[config.mk]
export PLATFORM = sky130hd
export DESIGN_NAME = baseball_game_param
export DESIGN_NICKNAME = d
export VERILOG_FILES = /design/src/rtl/baseball_game_param.sv
export SDC_FILE = /design/constraint.sdc
export NUM_CORES = 1
export LEC_CHECK = 0
export BUFFER_PORTS_ARGS = -buffer_cell sky130_fd_sc_hd__buf_2
export CAP_MARGIN = 20
export CORE_MARGIN = 2
export CORE_UTILIZATION = 24
export DETAILED_ROUTE_END_ITERATION = 10
export PLACE_DENSITY = 0.44
export SLEW_MARGIN = 25
export SYNTH_ARGS = -nofsm -noshare
export SYNTH_HDL_FRONTEND = slang
export SYNTH_SLANG_ARGS = --single-unit
[constraint.sdc]
create_clock -name clk -period 11.8 [get_ports clk]
set_input_delay 0.59 -clock clk [delete_from_list [all_inputs] [get_ports clk]]
set_output_delay 0.59 -clock clk [all_outputs]
set_load 0.01 [all_outputs]
[src/rtl/baseball_game_param.sv]
// Number-baseball game engine. The player (or the internal LFSR in solo
// mode) sets a secret of NUM_DIGITS distinct digits. Guesses are scored as
// strikes and balls, and the game ends in a win or after MAX_ATTEMPTS guesses.
module baseball_game_param #(
    parameter int NUM_DIGITS   = 4,
    parameter int MAX_ATTEMPTS = 16,
    parameter int BLINK_DIV    = 50_000_000
) (
    input  logic                    clk,
    input  logic                    reset,
    input  logic                    active,
    input  logic                    solo,
    input  logic                    btn_up,
    input  logic                    btn_down,
    input  logic                    btn_left,
    input  logic                    btn_right,
    input  logic                    btn_confirm,
    output logic [MAX_ATTEMPTS-1:0] led,
    output logic [5*NUM_DIGITS-1:0] seg_data,
    output logic                    win,
    output logic                    lose
);

    localparam int CW = (NUM_DIGITS > 1) ? $clog2(NUM_DIGITS) : 1;
    localparam int SW = $clog2(NUM_DIGITS + 1);
    localparam int AW = $clog2(MAX_ATTEMPTS + 1);
    localparam int LW = (MAX_ATTEMPTS > 1) ? $clog2(MAX_ATTEMPTS) : 1;
    localparam int BW = $clog2(BLINK_DIV);

    localparam logic [4:0] CH_DASH  = 5'd10;
    localparam logic [4:0] CH_E     = 5'd11;
    localparam logic [4:0] CH_R     = 5'd12;
    localparam logic [4:0] CH_S     = 5'd5;
    localparam logic [4:0] CH_B     = 5'd18;
    localparam logic [4:0] CH_O     = 5'd17;
    localparam logic [4:0] CH_G     = 5'd9;
    localparam logic [4:0] CH_D     = 5'd19;
    localparam logic [4:0] CH_L     = 5'd1;
    localparam logic [4:0] CH_BLANK = 5'd31;

    typedef enum logic [3:0] {
        S_IDLE, S_GEN_ANSWER, S_INPUT_ANSWER, S_ANSWER_CONFIRM, S_INPUT_GUESS,
        S_GUESS_ERR, S_SHOW_RESULT, S_GAME_WIN, S_GAME_LOSE
    } state_t;

    typedef logic [NUM_DIGITS-1:0][3:0] digits_t;
    typedef logic [NUM_DIGITS-1:0][4:0] chars_t;

    function automatic logic has_dup(input digits_t v);
        logic dup;
        dup = 1'b0;
        for (int i = 0; i < NUM_DIGITS; i++)
            for (int j = i + 1; j < NUM_DIGITS; j++)
                if (v[i] == v[j]) dup = 1'b1;
        return dup;
    endfunction

    // Four-character message in the leftmost slots, remaining slots blank.
    function automatic chars_t text4(input logic [4:0] c3, input logic [4:0] c2,
                                     input logic [4:0] c1, input logic [4:0] c0);
        chars_t t;
        t = '1;
        t[NUM_DIGITS-1] = c3;
        t[NUM_DIGITS-2] = c2;
        t[NUM_DIGITS-3] = c1;
        t[NUM_DIGITS-4] = c0;
        return t;
    endfunction

    state_t            state_q, state_d;
    digits_t           answer_q, answer_d, guess_q, guess_d;
    logic [CW-1:0]     cursor_q, cursor_d;
    logic [MAX_ATTEMPTS-1:0] led_q, led_d;
    logic [AW-1:0]     attempts_q, attempts_d;
    logic [SW-1:0]     strikes_q, strikes_d, balls_q, balls_d;
    logic [SW-1:0]     gen_idx_q, gen_idx_d;
    logic [4:0]        btn_prev_q;
    logic [15:0]       lfsr_q;
    logic [BW-1:0]     blink_cnt_q;
    logic              blink_q;

    logic [4:0]        btn_now, btn_edge;
    logic              e_up, e_down, e_left, e_right, e_confirm;
    logic              lfsr_fb, gen_used, gen_accept;
    logic [SW-1:0]     strikes_c, balls_c;
    digits_t           edit_src, edit_res;
    logic [3:0]        cur_digit;
    logic [CW-1:0]     cursor_mv;
    chars_t            seg_c;

    assign btn_now  = {btn_up, btn_down, btn_left, btn_right, btn_confirm};
    assign btn_edge = btn_now & ~btn_prev_q;
    assign {e_up, e_down, e_left, e_right, e_confirm} = btn_edge;
    assign lfsr_fb  = lfsr_q[15] ^ lfsr_q[13] ^ lfsr_q[12] ^ lfsr_q[10];

    // Free-running housekeeping: button history, LFSR and blink divider.
    always_ff @(posedge clk) begin
        // NOTE: sequential state uses non-blocking assignments so every register samples pre-edge values.
        if (reset) begin
            btn_prev_q  <= '0;
            lfsr_q      <= 16'hACE1;
            blink_cnt_q <= '0;
            blink_q     <= 1'b0;
        end else begin
            btn_prev_q <= btn_now;
            lfsr_q     <= {lfsr_q[14:0], lfsr_fb};
            if (blink_cnt_q == BW'(BLINK_DIV - 1)) begin
                blink_cnt_q <= '0;
                blink_q     <= ~blink_q;
            end else begin
                blink_cnt_q <= blink_cnt_q + 1'b1;
            end
        end
    end

    // Answer generation: accept an LFSR nibble only if it is a fresh decimal digit.
    always_comb begin
        gen_used = 1'b0;
        for (int i = 0; i < NUM_DIGITS; i++)
            if ((SW'(i) < gen_idx_q) && (answer_q[i] == lfsr_q[3:0])) gen_used = 1'b1;
        gen_accept = (lfsr_q[3:0] <= 4'd9) && !gen_used;
    end

    // Strike/ball scoring of the current guess against the answer.
    always_comb begin
        strikes_c = '0;
        balls_c   = '0;
        for (int i = 0; i < NUM_DIGITS; i++)
            for (int j = 0; j < NUM_DIGITS; j++)
                if (guess_q[i] == answer_q[j]) begin
                    if (i == j) strikes_c = strikes_c + SW'(1);
                    else        balls_c   = balls_c + SW'(1);
                end
    end

    // Digit edit and cursor move; confirm suppresses both, up beats down, right beats left.
    always_comb begin
        edit_src  = (state_q == S_INPUT_ANSWER) ? answer_q : guess_q;
        edit_res  = edit_src;
        cur_digit = edit_src[cursor_q];
        cursor_mv = cursor_q;
        if (!e_confirm) begin
            if (e_up)
                edit_res[cursor_q] = (cur_digit == 4'd9) ? 4'd0 : cur_digit + 4'd1;
            else if (e_down)
                edit_res[cursor_q] = (cur_digit == 4'd0) ? 4'd9 : cur_digit - 4'd1;
            if (e_right)
                cursor_mv = (cursor_q == CW'(NUM_DIGITS - 1)) ? '0 : cursor_q + 1'b1;
            else if (e_left)
                cursor_mv = (cursor_q == '0) ? CW'(NUM_DIGITS - 1) : cursor_q - 1'b1;
        end
    end

    // Game FSM next-state and datapath updates.
    always_comb begin
        // NOTE: every signal gets a default first so no path through the case infers a latch.
        state_d    = state_q;
        answer_d   = answer_q;
        guess_d    = guess_q;
        cursor_d   = cursor_q;
        led_d      = led_q;
        attempts_d = attempts_q;
        strikes_d  = strikes_q;
        balls_d    = balls_q;
        gen_idx_d  = gen_idx_q;
        unique case (state_q)
            S_IDLE: begin
                // Only reached with active=1; active=0 is handled by the register reset path.
                state_d    = solo ? S_GEN_ANSWER : S_INPUT_ANSWER;
                answer_d   = '0;
                guess_d    = '0;
                cursor_d   = '0;
                led_d      = '0;
                attempts_d = '0;
                gen_idx_d  = '0;
            end
            S_GEN_ANSWER: if (gen_accept) begin
                answer_d[gen_idx_q[CW-1:0]] = lfsr_q[3:0];
                gen_idx_d = gen_idx_q + SW'(1);
                if (gen_idx_q == SW'(NUM_DIGITS - 1)) state_d = S_INPUT_GUESS;
            end
            S_INPUT_ANSWER: begin
                if (e_confirm) state_d = S_ANSWER_CONFIRM;
                answer_d = edit_res;
                cursor_d = cursor_mv;
            end
            S_ANSWER_CONFIRM:
                if (e_confirm) state_d = has_dup(answer_q) ? S_INPUT_ANSWER : S_INPUT_GUESS;
            S_INPUT_GUESS: begin
                guess_d  = edit_res;
                cursor_d = cursor_mv;
                if (e_confirm) begin
                    if (has_dup(guess_q)) begin
                        state_d = S_GUESS_ERR;
                    end else begin
                        strikes_d  = strikes_c;
                        balls_d    = balls_c;
                        attempts_d = attempts_q + AW'(1);
                        led_d[attempts_q[LW-1:0]] = 1'b1;
                        if (strikes_c == SW'(NUM_DIGITS))              state_d = S_GAME_WIN;
                        else if (attempts_q == AW'(MAX_ATTEMPTS - 1))  state_d = S_GAME_LOSE;
                        else                                           state_d = S_SHOW_RESULT;
                    end
                end
            end
            S_GUESS_ERR:   if (e_confirm) state_d = S_INPUT_GUESS;
            S_SHOW_RESULT: if (e_confirm) begin
                state_d  = S_INPUT_GUESS;
                cursor_d = '0;
            end
            S_GAME_WIN, S_GAME_LOSE: if (e_confirm) state_d = S_IDLE;
            default: state_d = S_IDLE;
        endcase
    end

    // Game registers; reset or active=0 returns everything to its idle values.
    always_ff @(posedge clk) begin
        // NOTE: answer/guess storage is reset explicitly because its cleared value is visible on the display.
        if (reset || !active) begin
            state_q    <= S_IDLE;
            answer_q   <= '0;
            guess_q    <= '0;
            cursor_q   <= '0;
            led_q      <= '0;
            attempts_q <= '0;
            strikes_q  <= '0;
            balls_q    <= '0;
            gen_idx_q  <= '0;
        end else begin
            state_q    <= state_d;
            answer_q   <= answer_d;
            guess_q    <= guess_d;
            cursor_q   <= cursor_d;
            led_q      <= led_d;
            attempts_q <= attempts_d;
            strikes_q  <= strikes_d;
            balls_q    <= balls_d;
            gen_idx_q  <= gen_idx_d;
        end
    end

    // Display encoder: one character code per slot, slot 0 rightmost.
    always_comb begin
        seg_c = '0;
        unique case (state_q)
            S_IDLE: seg_c = '0;
            S_GEN_ANSWER:
                for (int i = 0; i < NUM_DIGITS; i++) seg_c[i] = CH_DASH;
            S_INPUT_ANSWER, S_INPUT_GUESS:
                for (int i = 0; i < NUM_DIGITS; i++)
                    seg_c[i] = (blink_q && (cursor_q == CW'(i))) ? CH_BLANK : {1'b0, edit_src[i]};
            S_ANSWER_CONFIRM:
                seg_c = has_dup(answer_q) ? text4(CH_DASH, CH_E, CH_R, CH_R)
                                          : text4(CH_G, CH_O, CH_G, CH_O);
            S_GUESS_ERR:   seg_c = text4(CH_DASH, CH_E, CH_R, CH_R);
            S_SHOW_RESULT: seg_c = text4(5'(strikes_q), CH_S, 5'(balls_q), CH_B);
            S_GAME_WIN:    seg_c = text4(CH_G, CH_O, CH_O, CH_D);
            S_GAME_LOSE:   seg_c = text4(CH_L, CH_O, CH_S, CH_E);
            default:       seg_c = '0;
        endcase
    end

    assign seg_data = seg_c;
    assign led      = led_q;
    assign win      = (state_q == S_GAME_WIN);
    assign lose     = (state_q == S_GAME_LOSE);

endmodule

# ---- Yosys cells after proc, flatten, opt, wreduce, memory -nomap -nowiden
# Cells that the tools add are included.
dict set report totals {
  out_inout_bits 38
  wordCells 241
  ff_bits 116
  input_bits 9
}
dict set report op_classes {
  addsub 21
  eq_ne 59
  reduce_logical 32
  order_cmp 11
  n_bitwise 8
  n_mux 91
}
# operator count
set op_table {}
lappend op_table {{20-bit case mux with 7 select lines} 1}
lappend op_table {{4-bit equality test} 32}
lappend op_table {{16-bit 2-to-1 mux} 7}
lappend op_table {{16-bit case mux with 2 select lines} 2}
lappend op_table {{4-bit 2-to-1 mux} 15}
lappend op_table {{16-bit bitwise mux} 3}
lappend op_table {{3-bit 2-to-1 mux} 16}
lappend op_table {{16-bit case mux with 3 select lines} 1}
lappend op_table {{3-bit by 1-bit adder with 3-bit output (second input constant)} 15}
lappend op_table {{5-bit 2-to-1 mux} 6}
lappend op_table {{4-bit case mux with 7 select lines} 1}
lappend op_table {{26-bit by 1-bit adder with 26-bit output (second input constant)} 1}
lappend op_table {{26-bit equality test (second input constant)} 1}
lappend op_table {{1-bit 2-to-1 mux} 24}
lappend op_table {{2-bit != test (second input constant)} 9}
lappend op_table {{17-bit 2-to-1 mux} 1}
lappend op_table {{4-bit demux with 2-bit select} 2}
lappend op_table {{4-bit by 3-bit equality test with 1-bit output (second input constant)} 4}
lappend op_table {{16-bit bitwise OR} 1}
lappend op_table {{2-bit 2-to-1 mux} 7}
lappend op_table {{1-bit logical AND} 12}
lappend op_table {{5-bit case mux with 2 select lines} 1}
lappend op_table {{4-bit binary-select mux with 2-bit select} 1}
lappend op_table {{4-bit by 2-bit equality test with 1-bit output (second input constant)} 2}
lappend op_table {{other kinds (39)} 57}

# ---- Depth between registers and ports, before layout
# Gate-level depths: netlist (run 1).
dict set report logic_depth {
  depth_word 24
  mapped_depth 32
  ltp_nobuf 31
}

# ---- Least setup slack after synthesis (run 1)
# No wires, ideal clock.
dict set report synth_path {
  kind {register to register}
  startpoint {register answer_q[8] (netlist name)}
  endpoint {register balls_q[2]}
  setup_ns 0.074
  n_path_buf 2
  stages_incl_launch_ff 32
  path_slack_ns 5.532
  arrival_time_ns 6.193
  cell_sequence {dfxtp_1 clkbuf_1 xor2_1 nor4_2 ha_1 clkbuf_2 and4_1 nor3_1 inv_1 ha_1 and2_1 a211oi_2 xnor2_1 a221oi_4 ha_1 xnor2_1 nand3_1 o221ai_2 inv_1 ha_1 xor2_1 nor2_1 a211oi_2 ha_1 mux2_2 ha_1 nand2_1 xor2_1 xnor2_1 xnor2_1 nand3_1 a31oi_1}
}
dict set report synth_between {
  elab_chain_len 22
}
# element line
set synth_lines {}
lappend synth_lines {{start, declared} 71} ;# digits_t answer_q, answer_d, guess_q, guess_d;
lappend synth_lines {{start signal, assigned} 231} ;# answer_q <= answer_d;
lappend synth_lines {{4-bit equality test} 130} ;# if (guess_q[i] == answer_q[j]) begin
lappend synth_lines {{3-bit 2-to-1 mux} 130}
lappend synth_lines {{3-bit by 1-bit adder with 3-bit output} 132} ;# else balls_c = balls_c + SW'(1);
lappend synth_lines {{3-bit 2-to-1 mux} 130}
lappend synth_lines {{3-bit by 1-bit adder with 3-bit output} 132}
lappend synth_lines {{3-bit 2-to-1 mux} 130}
lappend synth_lines {{3-bit by 1-bit adder with 3-bit output} 132}
lappend synth_lines {{3-bit 2-to-1 mux} 130}
lappend synth_lines {{[... 6 more ...]} -}
lappend synth_lines {{3-bit by 1-bit adder with 3-bit output} 132}
lappend synth_lines {{3-bit 2-to-1 mux} 130}
lappend synth_lines {{3-bit by 1-bit adder with 3-bit output} 132}
lappend synth_lines {{3-bit 2-to-1 mux} 130}
lappend synth_lines {{3-bit by 1-bit adder with 3-bit output} 132}
lappend synth_lines {{3-bit 2-to-1 mux} 130}
lappend synth_lines {{3-bit by 1-bit adder with 3-bit output} 132}
lappend synth_lines {{3-bit 2-to-1 mux (*)} 130}
lappend synth_lines {{end signal, assigned} 237} ;# balls_q <= balls_d;
lappend synth_lines {{end, declared} 75} ;# logic [SW-1:0] strikes_q, strikes_d, balls_q, balls_d;
# Every way passes the cells marked *; elsewhere a longest branch is shown, timed or not.
# A chain may end at the register's enable or synchronous reset.

# ---- Worst setup path in the final report (run 1)
dict set report layout_path {
  startpoint {register answer_q[7] (netlist name)}
  endpoint {register balls_q[2]}
}
dict set report layout_between {
  elab_chain_len 24
}
# element line
set layout_lines {}
lappend layout_lines {{4-bit equality test} 130}
lappend layout_lines {{1-bit 2-to-1 mux} 130}
lappend layout_lines {{3-bit by 1-bit adder with 3-bit output} 132}
lappend layout_lines {{3-bit 2-to-1 mux} 130}
lappend layout_lines {{3-bit by 1-bit adder with 3-bit output} 132}
lappend layout_lines {{3-bit 2-to-1 mux} 130}
lappend layout_lines {{3-bit by 1-bit adder with 3-bit output} 132}
lappend layout_lines {{3-bit 2-to-1 mux} 130}
lappend layout_lines {{[... 8 more ...]} -}
lappend layout_lines {{3-bit by 1-bit adder with 3-bit output} 132}
lappend layout_lines {{3-bit 2-to-1 mux} 130}
lappend layout_lines {{3-bit by 1-bit adder with 3-bit output} 132}
lappend layout_lines {{3-bit 2-to-1 mux} 130}
lappend layout_lines {{3-bit by 1-bit adder with 3-bit output} 132}
lappend layout_lines {{3-bit 2-to-1 mux (*)} 130}
lappend layout_lines {{3-bit by 1-bit adder with 3-bit output} 132}
lappend layout_lines {{3-bit 2-to-1 mux (*)} 130}
# Marks and branches as above.

==> run summary, run 1 <==
Post-synth EDFFs: 0
Max FO, Critical Path: 12
Yosys warnings: 0
Clk root buf: clkbuf_16
Site Rows: 70
Synth Area in XOR/XNOR: 18.8%
Final net count: 1,167
Final HPWL DP: 22,000 um
WP buf/inv: 2
CTS Hold Bufs: 0
Top_reg_cell synth: dfxtp_1
Full die area: 38,200 um2
RSZ-0062 raised after global routing: no
Slew Limit Fails: 0
CP required: 12.15 ns
Pwr/cell area: 149 nW/um2
WL/cell: 18.9 um
Via density: 5.12
Clock Latency Late Sink: 0.44 ns
Syn nets: 1,161
Share of layout cells above drive strength 1: 12.6%
Die Ht: 195 um
Largest delay contributor family on the critical path: adder cells
Synth Area in Compound Gates: 19.2%
Worst-Margin Slew: 0.945 ns
Synth Area in Simple Gates: 20.5%
PnR worst setup slack: 4.84 ns
Post-Syn Area: 8800 um2
Post-cts gate resize count: 0
Power Total: 1510 uW
Hold_ws: 0.378 ns
Initial Util: 24.2%
Maximum buffer depth of the clock tree: 2
IO buf count: 46
Post-place setup slack: 4.88 ns
Clk_skew: 0.0153 ns
Post-Syn Instances: 1,122
Vias: 8,232
Cell repeated most along the worst path: ha_1
Worst Path Arrival: 7.31 ns
Synth Register Bits: 116
Slowest library cell on the worst path: dfxtp_1
Syn Area/Cell: 7.84 um2
First-pass GRT wire length: 47,800 um
Setup violators final: 0
Seq/Total Area, Yosys: 26.4%
Number of buffers created by CTS: 17
Synth cell types: 73
Post-route antenna net violation count: 0
Mux contribution to synthesized area: 5.11%
Core region area: 36,300 um2
CTS tree: done
CP Launch Type: register
VDD IR max: 0.000101 V
Final hold viol count: 0
Vias in the first global route: 7,897
Period utilisation layout: 58.9%
Drt total wl: 30,500 um
IO Pins: 47
# diodes: 0
Fmax achieved: 0.144 GHz
Worst-path clk slew: 0.07 ns
Area grow syn2layout: 14.6%
Tmin final: 6.96 ns
Pin count of the biggest net entering global routing: 31
Maximum capacitance violations: 0
Chip width: 195 um
Worst hold path class: input port to register
Routability Congestion: 0.941
Worst path max stage delay: 0.75 ns
Post-CTS Setup Inserts: 0
WS Path Type: register to register
Iteration-0 DRC Markers: 772
Leakage: 0.00411 uW
TNS Setup: 0 ns
Initial antenna violation count: 0
Layout Cells excl Fill: 1,609
Global Route Usage Sum: 16.2%
Critical Path Sink Type: register
Asr flop ratio synth: 0%
Outcome: completed
Combinational family with the most area after synthesis: simple AND/OR/NAND/NOR gates
H-tree Lvls: 4
Congestion Overflow GR: 0
1st-pass router iterations: 5
Worst slew margin: 36.9%
Post-Place Cells: 1,577
Clock sinks: 116
DRC: 0
Synth Area in Adders: 4.27%
-- synthesized netlist by cell type, types with 3 or more instances --
cell type / number / area [um2]
o221ai_1: 3 / 26.3
inv_1: 40 / 150
and4_1: 3 / 26.3
a21oi_1: 77 / 385
or2_2: 10 / 62.6
xor2_1: 96 / 841
buf_1: 13 / 48.8
o22ai_1: 8 / 50.1
clkbuf_1: 54 / 203
a21o_1: 10 / 75.1
ha_1: 30 / 375
mux2_2: 7 / 78.8
nand3_1: 19 / 95.1
mux4_2: 4 / 90.1
nand2_1: 96 / 360
xnor2_1: 80 / 701
and2_1: 5 / 31.3
nor3_1: 19 / 95.1
o31ai_1: 5 / 37.5
a31oi_1: 21 / 131
o211ai_1: 9 / 67.6
nor2b_1: 27 / 169
o311ai_0: 3 / 26.3
xnor2_2: 3 / 48.8
a221oi_1: 5 / 43.8
a311oi_1: 5 / 43.8
a22oi_1: 3 / 22.5
or3_1: 7 / 43.8
nor4_2: 4 / 50.1
buf_2: 9 / 45.0
nor4_4: 3 / 63.8
mux2i_1: 28 / 280
o21ai_1: 7 / 35.0
nor2_1: 124 / 465
a211oi_1: 8 / 60.1
o21ai_0: 59 / 295
nor4_1: 15 / 93.8
a32oi_1: 14 / 123
dfxtp_1: 116 / 2320
nand2b_1: 7 / 43.8
nand4_1: 22 / 138
buf_6: 3 / 33.8
-- metal layers --
metal / vias up / share of wire [%] / global-route usage [%]
met5: - / 0 / 0
met4: 0 / 3.8 / 7.32
met3: 78 / 5.1 / 2.37
met2: 313 / 46 / 25.9
met1: 3899 / 46 / 21.6
li1: 3942 / - / -
-- sequential cells by signal (all words and copies together), names as in the netlist --
name	count
balls_q	3
cursor_q	2
answer_q	16
blink_q	1
attempts_q	5
blink_cnt_q	26
state_q	4
btn_prev_q	5
strikes_q	3
led	16
lfsr_q	16
gen_idx_q	3
guess_q	16
-- cell usage in the layout (no fill, tap or decap), types with 5 or more instances in the layout --
cell | netlist | final
a32oi_1 | 14 | 14
nor2b_1 | 27 | 27
o21ai_1 | 7 | 7
nor3_1 | 19 | 19
a221oi_1 | 5 | 5
dfxtp_1 | 116 | 116
clkbuf_16 | 0 | 17
or2_2 | 10 | 10
xnor2_1 | 80 | 80
ha_1 | 30 | 30
or3_1 | 7 | 7
and2_1 | 5 | 5
xor2_1 | 96 | 96
nor4_1 | 15 | 14
o22ai_1 | 8 | 8
clkinv_4 | 0 | 5
buf_2 | 9 | 46
mux2_2 | 7 | 7
a21o_1 | 10 | 10
nand2b_1 | 7 | 7
nor4_2 | 4 | 5
nand4_1 | 22 | 22
nand2_1 | 96 | 96
buf_4 | 1 | 22
nand3_1 | 19 | 19
mux2i_1 | 28 | 28
a211oi_1 | 8 | 8
nor2_1 | 124 | 123
o21ai_0 | 59 | 59
a31oi_1 | 21 | 21
a21oi_1 | 77 | 77
o211ai_1 | 9 | 9
inv_1 | 40 | 40
a311oi_1 | 5 | 5
-- worst paths after layout --
check	startpoint	end	slack, ns	cells after the start
min reg2reg	lfsr_q[9]$_SDFF_PP0_	lfsr_q[10]$_SDFF_PP1_	0.41	1
min	btn_left	btn_prev_q[2]$_SDFF_PP0_	0.38	2
max	answer_q[7]$_SDFFE_PP0P_	balls_q[2]$_SDFFE_PP0P_	4.84	29
max reg2reg	answer_q[7]$_SDFFE_PP0P_	balls_q[2]$_SDFFE_PP0P_	4.84	29
-- layout make-up --
cell class              instances  area, um2
repair buffers                 68        395
clock buffers                  17        425
flip-flops and latches        116       2320
well taps                     468        586
multi-input cells             883       6000
inverters                      42        159
fillers                      3916      26300
clock inverters                15        195
-- cell families (layout without fill, tap and decap cells) --
| group | count (synthesis) | after routing |
|---|---|---|
| adder cells (fa/ha/maj) | 30 | 30 |
| multiplexers | 39 | 39 |
| buffers and inverters | 123 | 142 |
| AO/OA/AOI/OAI | 263 | 263 |
| flip-flops | 116 | 116 |
| XOR/XNOR | 182 | 182 |
| AND/OR/NAND/NOR | 369 | 369 |
-- stage by stage --
step | utilization (%) | cell area [um2]
after CTS | 27.7 | 10100
final | 27.7 | 10100
after floorplan | - | 8800
after global placement | 26.0 | 9450
after global routing | 27.7 | 10100
after detailed placement | 26.0 | 9450
-- where the power goes --
part	switching, uW	leakage, uW	internal [uW]
logic	289	0.00287	251
registers	13.0	0.000941	400
clock network	216	0.000297	337
No activity file was read; power rests on OpenSTA's default activity.
==> inputs of run 2 (changes only) <==
==> constraint.sdc (replaced) <==
create_clock -name clk -period 6.8 [get_ports clk]
set_input_delay 0.34 -clock clk [delete_from_list [all_inputs] [get_ports clk]]
set_output_delay 0.34 -clock clk [all_outputs]
set_load 0.01 [all_outputs]
==> run summary, run 2 (same netlist as run 1, synthesis figures left out) <==
Worst-path clk slew: 0.06 ns (was 0.07 ns)
Worst-Margin Slew: 0.888 ns (was 0.945 ns)
Commonest non-fill, non-tap cells in the layout: nor2_1, dfxtp_1, xor2_1, nand2_1, xnor2_1 (unchanged)
Slew Limit Fails: 0 (unchanged)
Worst slew margin: 40.7% (was 36.9%)
Final HPWL DP: 22,000 um (about the same)
Maximum capacitance violations: 0 (unchanged)
Global Route Usage Sum: 16.3% (was 16.2%)
CP required: 7.16 ns (was 12.15 ns)
DRC: 0 (unchanged)
Vias: 8,184 (was 8,232)
Initial Util: 24.2% (unchanged)
Power Total: 2580 uW (was 1510 uW)
Worst Path Arrival: 6.54 ns (was 7.31 ns)
Post-route antenna net violation count: 0 (unchanged)
Period utilisation layout: 90.9% (was 58.9%)
Worst R2R Path Depth: 29 (unchanged)
CTS Hold Bufs: 0 (unchanged)
H-tree Lvls: 4 (unchanged)
Final net count: 1,183 (was 1,167)
Worst r2r src: guess_q[0]$_SDFFE_PP0P_ (was answer_q[7]$_SDFFE_PP0P_)
IO buf count: 46 (unchanged)
Pin count of the biggest net entering global routing: 31 (unchanged)
R2R setup slack: 0.62 ns (was 4.84 ns)
Largest delay contributor family on the critical path: simple AND/OR/NAND/NOR gates (was adder cells)
Final hold viol count: 0 (unchanged)
Worst hold start: btn_right (was btn_left)
Tmin final: 6.18 ns (was 6.96 ns)
Vias in the first global route: 7,879 (was 7,897)
Worst hold path class: input port to register (unchanged)
Number of buffers created by CTS: 17 (unchanged)
R2r endpoint: balls_q[2]$_SDFFE_PP0P_ (unchanged)
Pwr/cell area: 253 nW/um2 (was 149 nW/um2)
RSZ-0062 raised after global routing: no (unchanged)
Chip width: 195 um (unchanged)
Full die area: 38,200 um2 (unchanged)
Clk root buf: clkbuf_16 (unchanged)
Share of layout cells above drive strength 1: 14.2% (was 12.6%)
Drt total wl: 30,800 um (was 30,500 um)
Clk_skew: 0.0119 ns (was 0.0153 ns)
# diodes: 0 (unchanged)
Via density: 5.04 (was 5.12)
Maximum buffer depth of the clock tree: 2 (unchanged)
Max reg flops: 26 (unchanged)
Biggest register: blink_cnt_q (unchanged)
Area grow syn2layout: 16.0% (was 14.6%)
TNS Setup: 0 ns (unchanged)
Clock Latency Late Sink: 0.44 ns (about the same)
VDD IR max: 0.000156 V (was 0.000101 V)
1st-pass router iterations: 5 (unchanged)
WL/cell: 19.0 um (was 18.9 um)
Iteration-0 DRC Markers: 658 (was 772)
Worst path max stage delay: 0.60 ns (was 0.75 ns)
WP buf/inv: 1 (was 2)
Clock sinks: 116 (unchanged)
Routability Congestion: 0.887 (was 0.941)
WS Path Type: register to register (unchanged)
Site Rows: 70 (unchanged)
Worst Hold Path EP: btn_prev_q[1]$_SDFF_PP0_ (was btn_prev_q[2]$_SDFF_PP0_)
Core region area: 36,300 um2 (unchanged)
Die Ht: 195 um (unchanged)
First-pass GRT wire length: 47,500 um (was 47,800 um)
Leakage: 0.00419 uW (was 0.00411 uW)
Most common cell after layout, fill and taps aside: nor2_1 (unchanged)
Max FO, Critical Path: 4 (was 12)
Congestion Overflow GR: 0 (unchanged)
IO Pins: 47 (unchanged)
CP Launch Type: register (unchanged)
Setup violators final: 0 (unchanged)
Initial antenna violation count: 0 (unchanged)
Critical Path Sink Type: register (unchanged)
Slowest library cell on the worst path: or4_1 (was dfxtp_1)
Cell repeated most along the worst path: ha_1 (unchanged)
CTS tree: done (unchanged)
Outcome: completed (unchanged)
Fmax achieved: 0.162 GHz (was 0.144 GHz)
WHS Path Cells: 2 (unchanged)
[run 2: cell count changes in the layout (fill, tap and decap cells not counted), sizes merged]
| cell | previous run | this run |
|---|---|---|
| buf | 68 | 84 |
| inv | 45 | 42 |
| clkinv | 7 | 9 |
| bufinv | 3 | 2 |
| clkbuf | 17 | 18 |
| clkinvlp | 2 | 3 |
[run 2: how the worst max path moves through the flow]
stage | from | to | slack (ns) | depth (start not counted)
after global routing | guess_q[0]$_SDFFE_PP0P_ | balls_q[2]$_SDFFE_PP0P_ | 0.01 | 29
after detailed placement | guess_q[2]$_SDFFE_PP0P_ | balls_q[2]$_SDFFE_PP0P_ | 0.34 | 28
after global placement | guess_q[2]$_SDFFE_PP0P_ | balls_q[2]$_SDFFE_PP0P_ | 0.42 | 28
after CTS | guess_q[2]$_SDFFE_PP0P_ | balls_q[2]$_SDFFE_PP0P_ | 0.30 | 28
final | guess_q[0]$_SDFFE_PP0P_ | balls_q[2]$_SDFFE_PP0P_ | 0.62 | 29
after floorplan | answer_q[8]$_SDFFE_PP0P_ | balls_q[2]$_SDFFE_PP0P_ | 0.53 | 31
[run 2: final cells by class]
| cell class | instances | area [um2] |
|---|---|---|
| clock buffers | 18 | 439 |
| clock inverters | 14 | 154 |
| fillers | 3936 | 26100 |
| inverters | 42 | 159 |
| multi-input cells | 883 | 6030 |
| flip-flops and latches | 116 | 2320 |
| well taps | 468 | 586 |
| repair buffers | 84 | 515 |
[run 2: power breakdown]
group / total, uW / leakage, uW / switching (uW) / internal, uW
clock network: 918 / 0.000283 / 367 / 551
registers: 714 / 0.000942 / 20.7 / 694
logic: 948 / 0.00297 / 504 / 444
total: 2580 / 0.00419 / 892 / 1690
[run 2: stage by stage]
stage                     utilization [%]  cells  area [um2]  setup WS (ns)  hold slack [ns]
after floorplan                         -   1122        8800          0.532            0.389
after global placement               26.3   1591        9560          0.424            0.395
after detailed placement             26.3   1591        9570          0.342            0.397
after CTS                            28.0   1623       10200          0.301            0.112
after global routing                 28.1   1625       10200        0.00970            0.117
final                                28.1   1625       10200          0.622            0.120
[run 2: worst reg2reg max path, delay by kind of cell (launching register included)]
kind / cells / cell delay (ns)
compound gates: 5 / 0.91
xor+xnor: 7 / 1.06
fa+ha+maj: 5 / 1.38
buf+inv: 1 / 0.06
flops: 1 / 0.36
mux: 4 / 0.90
simple gates: 7 / 1.45
[run 2: layer usage]
layer,vias to the layer above,part of all wire [%],routed length [um],global-route usage [%]
met5,-,0,0,0
met4,0,1.8,561,4.58
li1,3967,-,-,-
met3,49,5.9,1810,3.70
met1,3914,46,14300,21.6
met2,254,46,14100,26.4
[run 2: timing repair]
| action | in CTS | in global routing |
|---|---|---|
| endpoints found under the setup margin | 0 | 1 |
| gates resized for setup | 0 | 4 |
| setup buffers | 0 | 2 |
